==> config.mk <==
export PLATFORM = sky130hd
export DESIGN_NAME = core_logic_gen
export DESIGN_NICKNAME = d
export VERILOG_FILES = /design/src/rtl/core_logic_gen.sv
export SDC_FILE = /design/constraint.sdc
export NUM_CORES = 1
export LEC_CHECK = 0
export ABC_AREA = 1
export CORE_MARGIN = 1.5
export CORE_UTILIZATION = 30
export CTS_CLUSTER_SIZE = 16
export DETAILED_ROUTE_END_ITERATION = 6
export HOLD_SLACK_MARGIN = 0.06
export PLACE_DENSITY = 0.47
export SLEW_MARGIN = 25
export SYNTH_ARGS = -nofsm -noshare
export SYNTH_HDL_FRONTEND = slang
export SYNTH_SLANG_ARGS = --single-unit
export TNS_END_PERCENT = 5
==> constraint.sdc <==
create_clock -name TCK -period 1.65 [get_ports TCK]
set_clock_uncertainty 0.05 [all_clocks]
set_input_delay 0.165 -clock TCK [delete_from_list [all_inputs] [get_ports TCK]]
set_output_delay 0.165 -clock TCK [all_outputs]
set_load 0.02 [all_outputs]
==> src/rtl/core_logic_gen.sv <==
// JTAG core-logic data register: Fibonacci / counter / Galois-LFSR generator with a capture/shift/update DR.
// Define CORE_LOGIC_OVF_EN to build the sticky overflow flag; otherwise CORE_LOGIC_OVF is tied low.
module core_logic_gen #(
  parameter int unsigned      WIDTH     = 8,
  parameter logic [WIDTH-1:0] SEED      = WIDTH'(1),
  parameter logic [WIDTH-1:0] LFSR_TAPS = WIDTH'(8'hB8)
) (
  input  logic             TCK,
  input  logic             rst,
  input  logic             TDI,
  input  logic             CAPTUREDR,
  input  logic             SHIFTDR,
  input  logic             UPDATEDR,
  input  logic [1:0]       MODE,
  output logic [WIDTH-1:0] CORE_LOGIC_BSR,
  output logic             CORE_LOGIC_TDO,
  output logic             CORE_LOGIC_OVF
);

  localparam int unsigned SUM_W = WIDTH + 1;

  typedef enum logic [1:0] {
    MODE_FIB   = 2'b00,
    MODE_COUNT = 2'b01,
    MODE_LFSR  = 2'b10,
    MODE_HOLD  = 2'b11
  } mode_t;

  mode_t            mode;
  logic [WIDTH-1:0] previous, current, shreg;
  logic [WIDTH-1:0] prev_nxt, cur_nxt, sh_nxt;
  logic [SUM_W-1:0] fib_sum;
  logic             ovf_set;

  assign mode    = mode_t'(MODE);
  assign fib_sum = SUM_W'({1'b0, current}) + SUM_W'({1'b0, previous});

  // One action per cycle: update > capture > shift > advance.
  always_comb begin
    prev_nxt = previous;
    cur_nxt  = current;
    sh_nxt   = shreg;
    ovf_set  = 1'b0;
    if (UPDATEDR) begin
      prev_nxt = '0;
      cur_nxt  = (mode == MODE_LFSR && shreg == '0) ? WIDTH'(1) : shreg;
    end else if (CAPTUREDR) begin
      sh_nxt = current;
    end else if (SHIFTDR) begin
      sh_nxt = {TDI, shreg[WIDTH-1:1]};
    end else begin
      unique case (mode)
        MODE_FIB: begin
          prev_nxt = current;
          cur_nxt  = fib_sum[WIDTH-1:0];
          ovf_set  = fib_sum[WIDTH];
        end
        MODE_COUNT: begin
          prev_nxt = current;
          cur_nxt  = current + WIDTH'(1);
          ovf_set  = &current;
        end
        MODE_LFSR: begin
          prev_nxt = current;
          // All-zero is the LFSR lock-up state; kick it back to 1.
          if (current == '0) cur_nxt = WIDTH'(1);
          else               cur_nxt = (current >> 1) ^ (current[0] ? LFSR_TAPS : '0);
        end
        default: begin
        end
      endcase
    end
  end

  always_ff @(posedge TCK) begin
    if (!rst) begin
      previous <= '0;
      current  <= SEED;
      shreg    <= '0;
    end else begin
      previous <= prev_nxt;
      current  <= cur_nxt;
      shreg    <= sh_nxt;
    end
  end

`ifdef CORE_LOGIC_OVF_EN
  logic ovf;

  always_ff @(posedge TCK) begin
    if (!rst) ovf <= 1'b0;
    else      ovf <= ovf | ovf_set;
  end

  assign CORE_LOGIC_OVF = ovf;
`else
  logic unused_ovf_set;
  assign unused_ovf_set = ovf_set;
  assign CORE_LOGIC_OVF = 1'b0;
`endif

  assign CORE_LOGIC_BSR = current;
  assign CORE_LOGIC_TDO = shreg[0];

endmodule
==> results of run 1 <==
==> synthesized netlist by cell type <==
library cell	n
inv_2	1
nor2_1	29
clkbuf_1	1
fa_1	1
o21a_1	1
nand2_1	41
dfxtp_1	24
a21oi_1	36
nor2_8	1
inv_4	1
nor2_4	2
nand2_4	2
buf_6	1
nand3b_1	1
a31oi_1	1
buf_2	4
nand4_1	4
conb_1	1
xor2_1	1
o221ai_1	2
buf_4	3
inv_1	35
or2_0	1
o21ai_0	26
ha_1	7
xnor2_1	1
or2_2	2
o21ai_1	2
nand3_1	15
nor3_1	2
==> flip-flops by register name, summed over array words and instances (netlist names) <==
| signal | cells |
|---|---|
| shreg | 8 |
| previous | 8 |
| CORE_LOGIC_BSR | 8 |
==> report_power, final <==
group | leakage, nW | switching, mW | internal (mW)
combinational | 0.854 | 0.244 | 0.195
sequential | 0.198 | 0.0271 | 0.615
clock | 0.0288 | 0.199 | 0.213
==> worst paths after layout <==
kind / to / cells past startpoint
hold reg to reg: previous[0] / 2
setup / recovery: CORE_LOGIC_BSR[1] / 9
hold / removal: previous[0] / 5
setup reg to reg: CORE_LOGIC_BSR[1] / 9
==> stage by stage <==
stage | cell area [um2] | setup TNS, ns
global route | 2220 | -0.923
detailed placement | 2130 | -4.63
global placement | 2130 | -4.55
floorplan | 1670 | -0.00439
CTS | 2200 | -0.278
finish | 2220 | -0.197
==> cell families (layout without fill, tap and decap cells) <==
| logic type | after synthesis | count (layout) | share of synthesized area (%) |
|---|---|---|---|
| and+or+nand+nor | 100 | 100 | 28.6 |
| AOI/OAI and AO/OA | 68 | 68 | 21.6 |
| buffers and inverters | 46 | 94 | 12.2 |
| DFF | 24 | 24 | 29.6 |
| adders and majority gates | 8 | 8 | 6.63 |
| xor gates and xnor gates | 2 | 2 | 1.08 |
| other | 1 | 1 | 0.231 |
==> area by class of cell <==
cell class              instances  share of cell area (%)
repair buffers                 53                    19.6
clock buffers                   4                    2.48
inverters                      37                    7.26
well taps                      70                    3.94
multi-input cells             179                    44.9
flip-flops and latches         24                    21.8
==> per-layer routing <==
layer	vias to the layer above	track usage (%)	wire, um
met1	746	22.5	2290
met4	0	4.44	46
li1	907	-	-
met5	-	0	0
met3	4	2.16	130
met2	23	27.1	2080
==> timing repair <==
action	CTS	global route
pin swaps	6	7
setup buffers	0	2
setup endpoints to repair	9	10
gates resized for setup	12	12
==> worst min-delay path: cells and delay by family <==
| kind | cells | cell delay, ns |
|---|---|---|
| simple gates | 3 | 0.32 |
| buf+inv | 1 | 0.15 |
| compound gates | 1 | 0.08 |
==> layout by cell type, fill, tap and decap left out, types with 2 or more instances in the layout <==
cell / n
nand2_1: 40
buf_4: 36
a21oi_1: 33
inv_1: 31
nor2_1: 28
o21ai_0: 23
dfxtp_1: 20
nand3_1: 14
clkdlybuf4s50_1: 9
ha_1: 6
o21ai_1: 5
dfxtp_2: 4
nand4_1: 4
clkbuf_8: 4
inv_2: 3
a21oi_2: 3
dlymetal6s2s_1: 3
nor2_4: 2
nand2_4: 2
nor3_1: 2
o221ai_1: 2
clkbuf_2: 2
dlygate4sd2_1: 2
==> qor.csv, run 1 <==
stage,metric,value,unit
setup_path,flop2flop setup slack,-0.11,ns
grt,vias in the first global route,1560,
detailed_routing,initial DRC count,54,
place,port bufs,16,
clock_network,"CTS clk-pin slew, worst paths",0.09,ns
logic_synthesis,top area cells in the synthesized netlist,"dfxtp_1, a21oi_1, nand2_1",
setup_path,Crit. End Element,flip-flop,
place,dpl ws,-0.758,ns
setup_path,Top Family by Delay on Critical Path,adder cells,
run_status,status,"complete, but fails checks",
timing,Tcrit/Tclk final,107,%
grt,global-route wire length before repair,7700,um
timing,Setup Viol. Count Final,4,
clock_network,CTS buffer count,3,
detailed_routing,post-route ant nets,0,
logic_synthesis,Synth warnings,0,
power,Peak VDD IR,0.000276,V
detailed_routing,drt drc,0,
clock_network,CTS tree,built,
final_layout,share of layout cells above drive strength 1,22.9,%
grt,largest net degree at the start of global routing,17,
clock_network,clk_lat worst skew,0.27,ns
min_path,Hold Path Class,in -> reg,
setup_path,CP Class,reg -> reg,
logic_synthesis,"area leader, netlist",dfxtp_1,
final_layout,area taken by flip-flops and latches,485,um2
floorplanning,Rows,26,
logic_synthesis,"Seq/Total Area, Yosys",29.6,%
detailed_routing,via count,1680,
logic_synthesis,library cells used by synthesis,30,
final_layout,footprint of the multi-input gates,997,um2
grt,Overflow after GRT,0,
final_layout,fillers,531,
final_layout,"Area growth, synth to finish",36.9,%
setup_path,worst r2r src,previous[0],
setup_path,crit path max fanout,2,
clock_network,CTS Sinks,24,
clock_network,CTS hold repair buffers,0,
final_layout,# nets final,314,
floorplanning,Ports,18,
timing,max-slew violations,0,
floorplanning,die width,76.6,um
floorplanning,starting density of the core,31.4,%
timing,fmax,569,MHz
final_layout,Post-Layout Cell Count,367,
timing,Final Critical Period,1.76,ns
setup_path,crit path launch type,flip-flop,
place,HPWL Detailed,3620,um
detailed_routing,TritonRoute pass-1 iters,4,
floorplanning,Die H,76.6,um
final_layout,n_diodes,0,
run,Max Cap Viol,0,
clock_network,CTS root buffer,clkbuf_8,
clock_network,clk buf depth,2,
setup_path,Worst Setup SP,previous[0],
setup_path,worst path arrival time,1.92,ns
detailed_routing,WL final,4540,um
logic_synthesis,"Net Count, Synth",265,
timing,Final Hold Vio Count,0,
floorplanning,area of the die,5860,um2
logic_synthesis,Yosys top cell area share,29.6,%
logic_synthesis,Synth Instances,249,
place,placed cells,361,
setup_path,Slowest Stage Delay on Critical Path,0.42,ns
timing,WHS,0.427,ns
detailed_routing,DR vias/cell,4.58,
floorplanning,core area,5170,um2
final_layout,final core occ,43.0,%
clock_network,CTS HTree Levels,1,
place,GPL Wtd Cong,0.791,
logic_synthesis,Synth Register Bits,24,
setup_path,cell chain of the critical path,"or2_4, ha_4, inv_2, fa_2, nand2_1, o21ai_1, a21oi_1, o21ai_1, a21oi_1",
setup_path,critical path's slowest cell,fa_2,
power,Leakage,1.08,nW
detailed_routing,routed len/inst,12.4,um
run_status,failing checks,negative setup slack,
grt,initial antenna violation count,0,
logic_synthesis,Netlist Area Pre-Place,1620,um2
timing,final worst setup slack,-0.109,ns
setup_path,"Req. time, crit path",1.81,ns
setup_path,CP Buf/Inv Count,1,
power,Power Dens Cells,672,nW/um2
power,Tot Pwr,1.49,mW
logic_synthesis,synthesized area per cell,6.52,um2
timing,RSZ-0062 raised after global routing,yes,
min_path,hold wc startpoint,MODE[0],
grt,GRT Total Usage,16.5,%
Note: power is estimated with default switching activity, not from simulation.
==> run 2, diff against run 1 <==
ABC_CLOCK_PERIOD_IN_PS = 1650   (was default)
==> results of run 2 <==
Final layout, timing and power as in run 1 (identical DEF).
==> variant 1: new RTL, config.mk and constraints of run 1 <==
Register the output `CORE_LOGIC_BSR` once more, with the module's reset; this adds one clock of latency there. The other outputs are not delayed to match.
--- a/src/rtl/core_logic_gen.sv
+++ b/src/rtl/core_logic_gen.sv
@@ -99,7 +99,13 @@
   assign CORE_LOGIC_OVF = 1'b0;
 `endif
 
-  assign CORE_LOGIC_BSR = current;
+  always_ff @(posedge TCK) begin
+    if (!rst) begin
+      CORE_LOGIC_BSR <= '0;
+    end else begin
+      CORE_LOGIC_BSR <= current;
+    end
+  end
   assign CORE_LOGIC_TDO = shreg[0];
 
 endmodule
Formal check against the unedited RTL: not equivalent (Yosys sat finds a counterexample within 4 cycles, from zero or initial values and one cycle with rst low).
==> variant 1 against run 1 <==
- the flow still finishes with violations (setup timing)
- largest power group unchanged
- final area increased by 7.9%
- worst hold slack got worse by 0.019 ns
- die area increased by 12%
- utilization decreased by 2.2 points
- cell count increased by 5.7%
- setup slack improved by 0.074 ns
- clock power increased by 52%
- power increased by 29%
- area after synthesis increased by 12%
- wire length increased by 6.2%
- sequential cell count increased by 8
==> variant 1: results (changes against run 1) <==
Outcome:
- Result of the run: complete, but fails checks (unchanged).
- Violated checks: setup timing (unchanged).

Worst hold path:
- The path class of the lowest-slack min-delay path is flop to flop (was input pin to flop).
- The hold path startpoint is previous[6]$_SDFFE_PP0P_ (was MODE[0]).

Timing:
- The worst path setup slack after routing came to -0.0349 ns (was -0.109 ns).
- The count of final setup violators was 3 (was 4).

Setup path:
- The critical path arrival is 1.82 ns (was 1.92 ns).

Placement:
- The final RePlAce weighted congestion is 0.862 (was 0.791).
- The number of placed cells counting well taps is 380 (was 361).
- The post-detailed-placement cell area is 0.00229 mm2 (was 0.00213 mm2).
- The total half-perimeter wirelength after legalization and detailed placement is 3730 um (was 3620 um).

Logic synthesis:
- The synthesized instance count is 266 (was 249).
- Top cells by area, synth: sky130_fd_sc_hd__dfxtp_1 35%, sky130_fd_sc_hd__nand2_1 11%, sky130_fd_sc_hd__a21oi_1 10% (was sky130_fd_sc_hd__dfxtp_1 30%, sky130_fd_sc_hd__a21oi_1 11%, sky130_fd_sc_hd__nand2_1 9.5%).
- Top post-synthesis cells by count: 52 x sky130_fd_sc_hd__nand2_1, 44 x sky130_fd_sc_hd__inv_1, 38 x sky130_fd_sc_hd__a21oi_1, 32 x sky130_fd_sc_hd__dfxtp_1, 25 x sky130_fd_sc_hd__o21ai_0 (was 41 x sky130_fd_sc_hd__nand2_1, 36 x sky130_fd_sc_hd__a21oi_1, 35 x sky130_fd_sc_hd__inv_1, 29 x sky130_fd_sc_hd__nor2_1, 26 x sky130_fd_sc_hd__o21ai_0).
- The sequential-to-total area share from yosys stat came to 35.2% (was 29.6%).
- The net count after synthesis was 282 (was 265).

Finish:
- The total of fill cells in the finished design is 646 (was 531).
- The fraction of final layout cells sized beyond drive strength 1 was 20.8% (was 22.9%).
- The post-layout net count is 328 (was 314).

Power and ir drop:
- The worst-case vdd ir drop is 0.425 mV (was 0.276 mV).
- The net switching power figure was 574 uW (was 470 uW).
- The reported leakage power is 0.00118 uW (was 0.00108 uW).

Clock tree:
- The clock transition at the registers of the reported paths is 0.07 ns (was 0.09 ns).
- The number of buffers created by CTS is 5 (was 3).
- The number of H-tree branching levels came to 2 (was 1).

Detailed routing:
- The number of design-rule violations left by the first detailed-router iteration is 49 (was 54).
- The total vias in the final route came to 1742 (was 1680).

Global routing:
- The via count of the first global-routing pass came to 1755 (was 1560).
[variant 1: changes by cell type after synthesis, sizes merged, moves of 3 or more]
cell / run 1 / this run
nand4: 4 / 1
nor2: 32 / 24
inv: 37 / 48
dfxtp: 24 / 32
nand2: 43 / 54
[variant 1: path summary, 6_finish.rpt]
check	cells after the start	endpoint	slack [ns]
setup / recovery	13	current[4]$_SDFFE_PN0P_	-0.03
hold reg to reg	2	previous[6]$_SDFFE_PP0P_	0.41
hold / removal	2	previous[6]$_SDFFE_PP0P_	0.41
setup reg to reg	13	current[4]$_SDFFE_PN0P_	-0.03
[variant 1: cell type report]
cell class	count	share of cell area, %
clock buffers	8	3.75
multi-input cells	178	41.7
repair buffers	47	16.1
flip-flops and latches	32	26.8
well taps	75	3.91
inverters	48	7.72
[variant 1: power by group through the flow]
stage / registers, uW / logic [uW] / clock network, uW
after floorplan: 889 / 244 / 0
after CTS: 856 / 445 / 649
after global placement: 873 / 445 / 0
after detailed placement: 874 / 444 / 0
after global routing: 862 / 507 / 681
final: 856 / 450 / 628
[variant 1: logic make-up after synthesis]
logic type	share of synthesized area, %
xor+xnor	1.44
flops	35.2
other cells	0.206
buf+inv	12.8
fa+ha+maj	5.91
compound gates	20.2
simple gates	24.3
[variant 1: per-stage QoR]
step	util [%]	worst slack (ns)
after floorplan	-	0.000863
after global placement	38.9	-0.586
after detailed placement	38.9	-0.587
after CTS	40.5	-0.0273
after global routing	40.8	-0.151
final	40.8	-0.0349
[variant 1: routing by layer]
layer / track usage, % / wire length (um)
met1: 22.2 / 2450
met5: 0 / 0
met4: 4.83 / 78
met3: 3.15 / 82
met2: 28.3 / 2220
[variant 1: repair_timing]
| action | CTS | global route |
|---|---|---|
| hold buffers | 0 | 0 |
| resized for setup | 5 | 9 |
| pin swaps | 1 | 4 |
| setup endpoints to repair | 7 | 7 |
| hold endpoints to repair | 0 | 0 |
[variant 1: worst max-delay path, stage by stage, from the launching register on]
cell	delay, ns
sky130_fd_sc_hd__dfxtp_2	0.33
sky130_fd_sc_hd__or2_4	0.12
sky130_fd_sc_hd__ha_4	0.12
sky130_fd_sc_hd__inv_2	0.03
sky130_fd_sc_hd__fa_2	0.35
sky130_fd_sc_hd__inv_2	0.05
sky130_fd_sc_hd__nand2_1	0.05
sky130_fd_sc_hd__nand2_2	0.08
sky130_fd_sc_hd__nand2_2	0.05
sky130_fd_sc_hd__xnor2_1	0.12
sky130_fd_sc_hd__nand2_1	0.07
sky130_fd_sc_hd__nand3_2	0.06
sky130_fd_sc_hd__nand2_1	0.07
sky130_fd_sc_hd__nand2_1	0.04
==> variant 2: new RTL, config.mk and constraints of run 1 <==
Made on the original files. `WIDTH`: 8 -> 7.
--- a/src/rtl/core_logic_gen.sv
+++ b/src/rtl/core_logic_gen.sv
@@ -1,7 +1,7 @@
 // JTAG core-logic data register: Fibonacci / counter / Galois-LFSR generator with a capture/shift/update DR.
 // Define CORE_LOGIC_OVF_EN to build the sticky overflow flag; otherwise CORE_LOGIC_OVF is tied low.
 module core_logic_gen #(
-  parameter int unsigned      WIDTH     = 8,
+  parameter int unsigned      WIDTH     = 7,
   parameter logic [WIDTH-1:0] SEED      = WIDTH'(1),
   parameter logic [WIDTH-1:0] LFSR_TAPS = WIDTH'(8'hB8)
 ) (
Ports: changed (resized CORE_LOGIC_BSR); port bits go from 18 to 17. No check against the original RTL was run, so the function may have changed too.
==> variant 2 against run 1 <==
- the run still ends with setup timing left
- critical path depth rose by 1
- final area fell by 22%
- setup slack got worse by 0.0025 ns
- count of clock-buffer cells in the layout did not move
- non-clock buffer count fell by 16
- area after synthesis fell by 18%
- power fell by 17%
- synthesized cell count fell by 19%
- worst hold slack got worse by 0.020 ns
- sequential cell count fell by 3
- first-iteration DRC count fell by 19%
- wire length fell by 15%
- largest cell class unchanged
==> variant 2: results (changes against run 1) <==
Placement:
- The total half-perimeter wirelength after legalization and detailed placement was 3030 um (was 3620 um).
- The count of buffers from port buffering came to 15 (was 16).
- The post-detailed-placement cell area was 0.00169 mm2 (was 0.00213 mm2).
- The number of placed cells counting well taps came to 282 (was 361).
- The final RePlAce weighted congestion is 0.848 (was 0.791).

Global routing:
- The maximum number of pins on one net before global-route repair is 15 (was 17).
- The first-pass GRT wire length is 6520 um (was 7700 um).
- The global-route track usage on met2 came to 27.4% (was 27.1%).
- The global router's overall resource usage is 16.8% (was 16.5%).
- The met1 usage is 22.4% (was 22.5%).
- The via count of the first global-routing pass is 1392 (was 1560).

Detailed routing:
- The routed wire length on met3 was 193 um (was 130 um).
- The routed via count divided by cell count came to 4.92 (was 4.58).
- The wire length on met1 came to 1860 um (was 2290 um).
- The amount of wire on met2 after detailed routing is 1750 um (was 2080 um).
- The number of design-rule violations left by the first detailed-router iteration is 44 (was 54).

Outcome:
- Result of the run: complete, but fails checks (unchanged).
- Violated checks: setup timing (unchanged).

Power and ir drop:
- The reported leakage power is 0.000801 uW (was 0.00108 uW).
- The worst-case vdd ir drop is 0.587 mV (was 0.276 mV).
- The part of the power in the clock network is 28.2% (was 27.6%).
- The reported sequential group power is 560 uW (was 642 uW).

Logic synthesis:
- The synthesized instance count is 201 (was 249).
- The count of cell types in the netlist came to 29 (was 30).
- The net count after synthesis was 216 (was 265).
- Top post-synthesis cells by count: 32 x sky130_fd_sc_hd__a21oi_1, 28 x sky130_fd_sc_hd__nand2_1, 27 x sky130_fd_sc_hd__inv_1, 27 x sky130_fd_sc_hd__nor2_1, 22 x sky130_fd_sc_hd__o21ai_0 (was 41 x sky130_fd_sc_hd__nand2_1, 36 x sky130_fd_sc_hd__a21oi_1, 35 x sky130_fd_sc_hd__inv_1, 29 x sky130_fd_sc_hd__nor2_1, 26 x sky130_fd_sc_hd__o21ai_0).
- The number of warnings issued by yosys came to 0 (unchanged).
- The sequential-to-total area share from yosys stat is 31.7% (was 29.6%).
- Top cells by area, synth: sky130_fd_sc_hd__dfxtp_1 32%, sky130_fd_sc_hd__a21oi_1 12%, sky130_fd_sc_hd__o21ai_0 8.3% (was sky130_fd_sc_hd__dfxtp_1 30%, sky130_fd_sc_hd__a21oi_1 11%, sky130_fd_sc_hd__nand2_1 9.5%).

Timing:
- The worst path setup slack after routing is -0.111 ns (was -0.109 ns).
- The final-layout setup total negative slack was -0.335 ns (was -0.197 ns).
- The count of final setup violators is 4 (unchanged).

Clock tree:
- The insertion delay to the later sink of the worst-skew pair is 0.26 ns.
- The root buffer cell is sky130_fd_sc_hd__clkbuf_8 (unchanged).
- The buffer depth of the longest clock path is 2 (unchanged).

Worst hold path:
- The path class of the lowest-slack min-delay path is flop to flop (was input pin to flop).

Finish:
- The total of fill cells in the finished design is 454 (was 531).
- The fraction of final layout cells sized beyond drive strength 1 is 18.2% (was 22.9%).
- The post-layout net count is 252 (was 314).

Setup path:
- The top cell family by delay on the critical path is simple AND/OR/NAND/NOR gates (was adder cells).
- The stage delay of the slowest cell on the critical path came to 0.36 ns (was 0.42 ns).
==> variant 2: cell types whose count changed after synthesis, sizes merged, moves of 2 or more <==
cell   before  now
or2         3    1
a21oi      36   34
buf         8    5
nand2      43   31
nand4       4    0
dfxtp      24   21
o21ai      28   23
nand3      15    6
nor2       32   29
inv        37   29
==> variant 2: worst paths after layout <==
path / start / end / slack [ns] / cells after the start
worst min register to register: previous[4]$_SDFFE_PP0P_ / previous[4]$_SDFFE_PP0P_ / 0.41 / 2
worst max-delay path: previous[0]$_SDFFE_PP0P_ / CORE_LOGIC_BSR[6]$_SDFFE_PN0P_ / -0.11 / 10
worst min-delay path: previous[4]$_SDFFE_PP0P_ / previous[4]$_SDFFE_PP0P_ / 0.41 / 2
worst max register to register: previous[0]$_SDFFE_PP0P_ / CORE_LOGIC_BSR[6]$_SDFFE_PN0P_ / -0.11 / 10
==> variant 2: layout make-up <==
type | count | share of cell area, %
inverter | 30 | 6.55
sequential | 21 | 24.2
clock buffer | 4 | 2.59
timing repair buffer | 37 | 18.0
multi-input combinational | 144 | 45.1
tap | 50 | 3.60
==> variant 2: kinds of logic after synthesis <==
kind of cell	synth area share [%]
AO/OA/AOI/OAI	25.4
XOR/XNOR	1.98
adder cells (fa/ha/maj)	7.18
buffers and inverters	11.6
flip-flops	31.7
other	0.283
AND/OR/NAND/NOR	21.8
==> variant 2: through the flow <==
| step | worst slack, ns | utilization, % |
|---|---|---|
| after floorplan | -0.0386 | - |
| after global placement | -0.566 | 41.0 |
| after detailed placement | -0.629 | 41.0 |
| after CTS | -0.143 | 42.1 |
| after global routing | -0.245 | 42.2 |
| final | -0.111 | 42.2 |
==> variant 2: repair_timing <==
action                     CTS  global route
gates resized for setup      6             2
setup endpoints to repair    8             7
pin swaps                    2             1
setup buffers                0             0
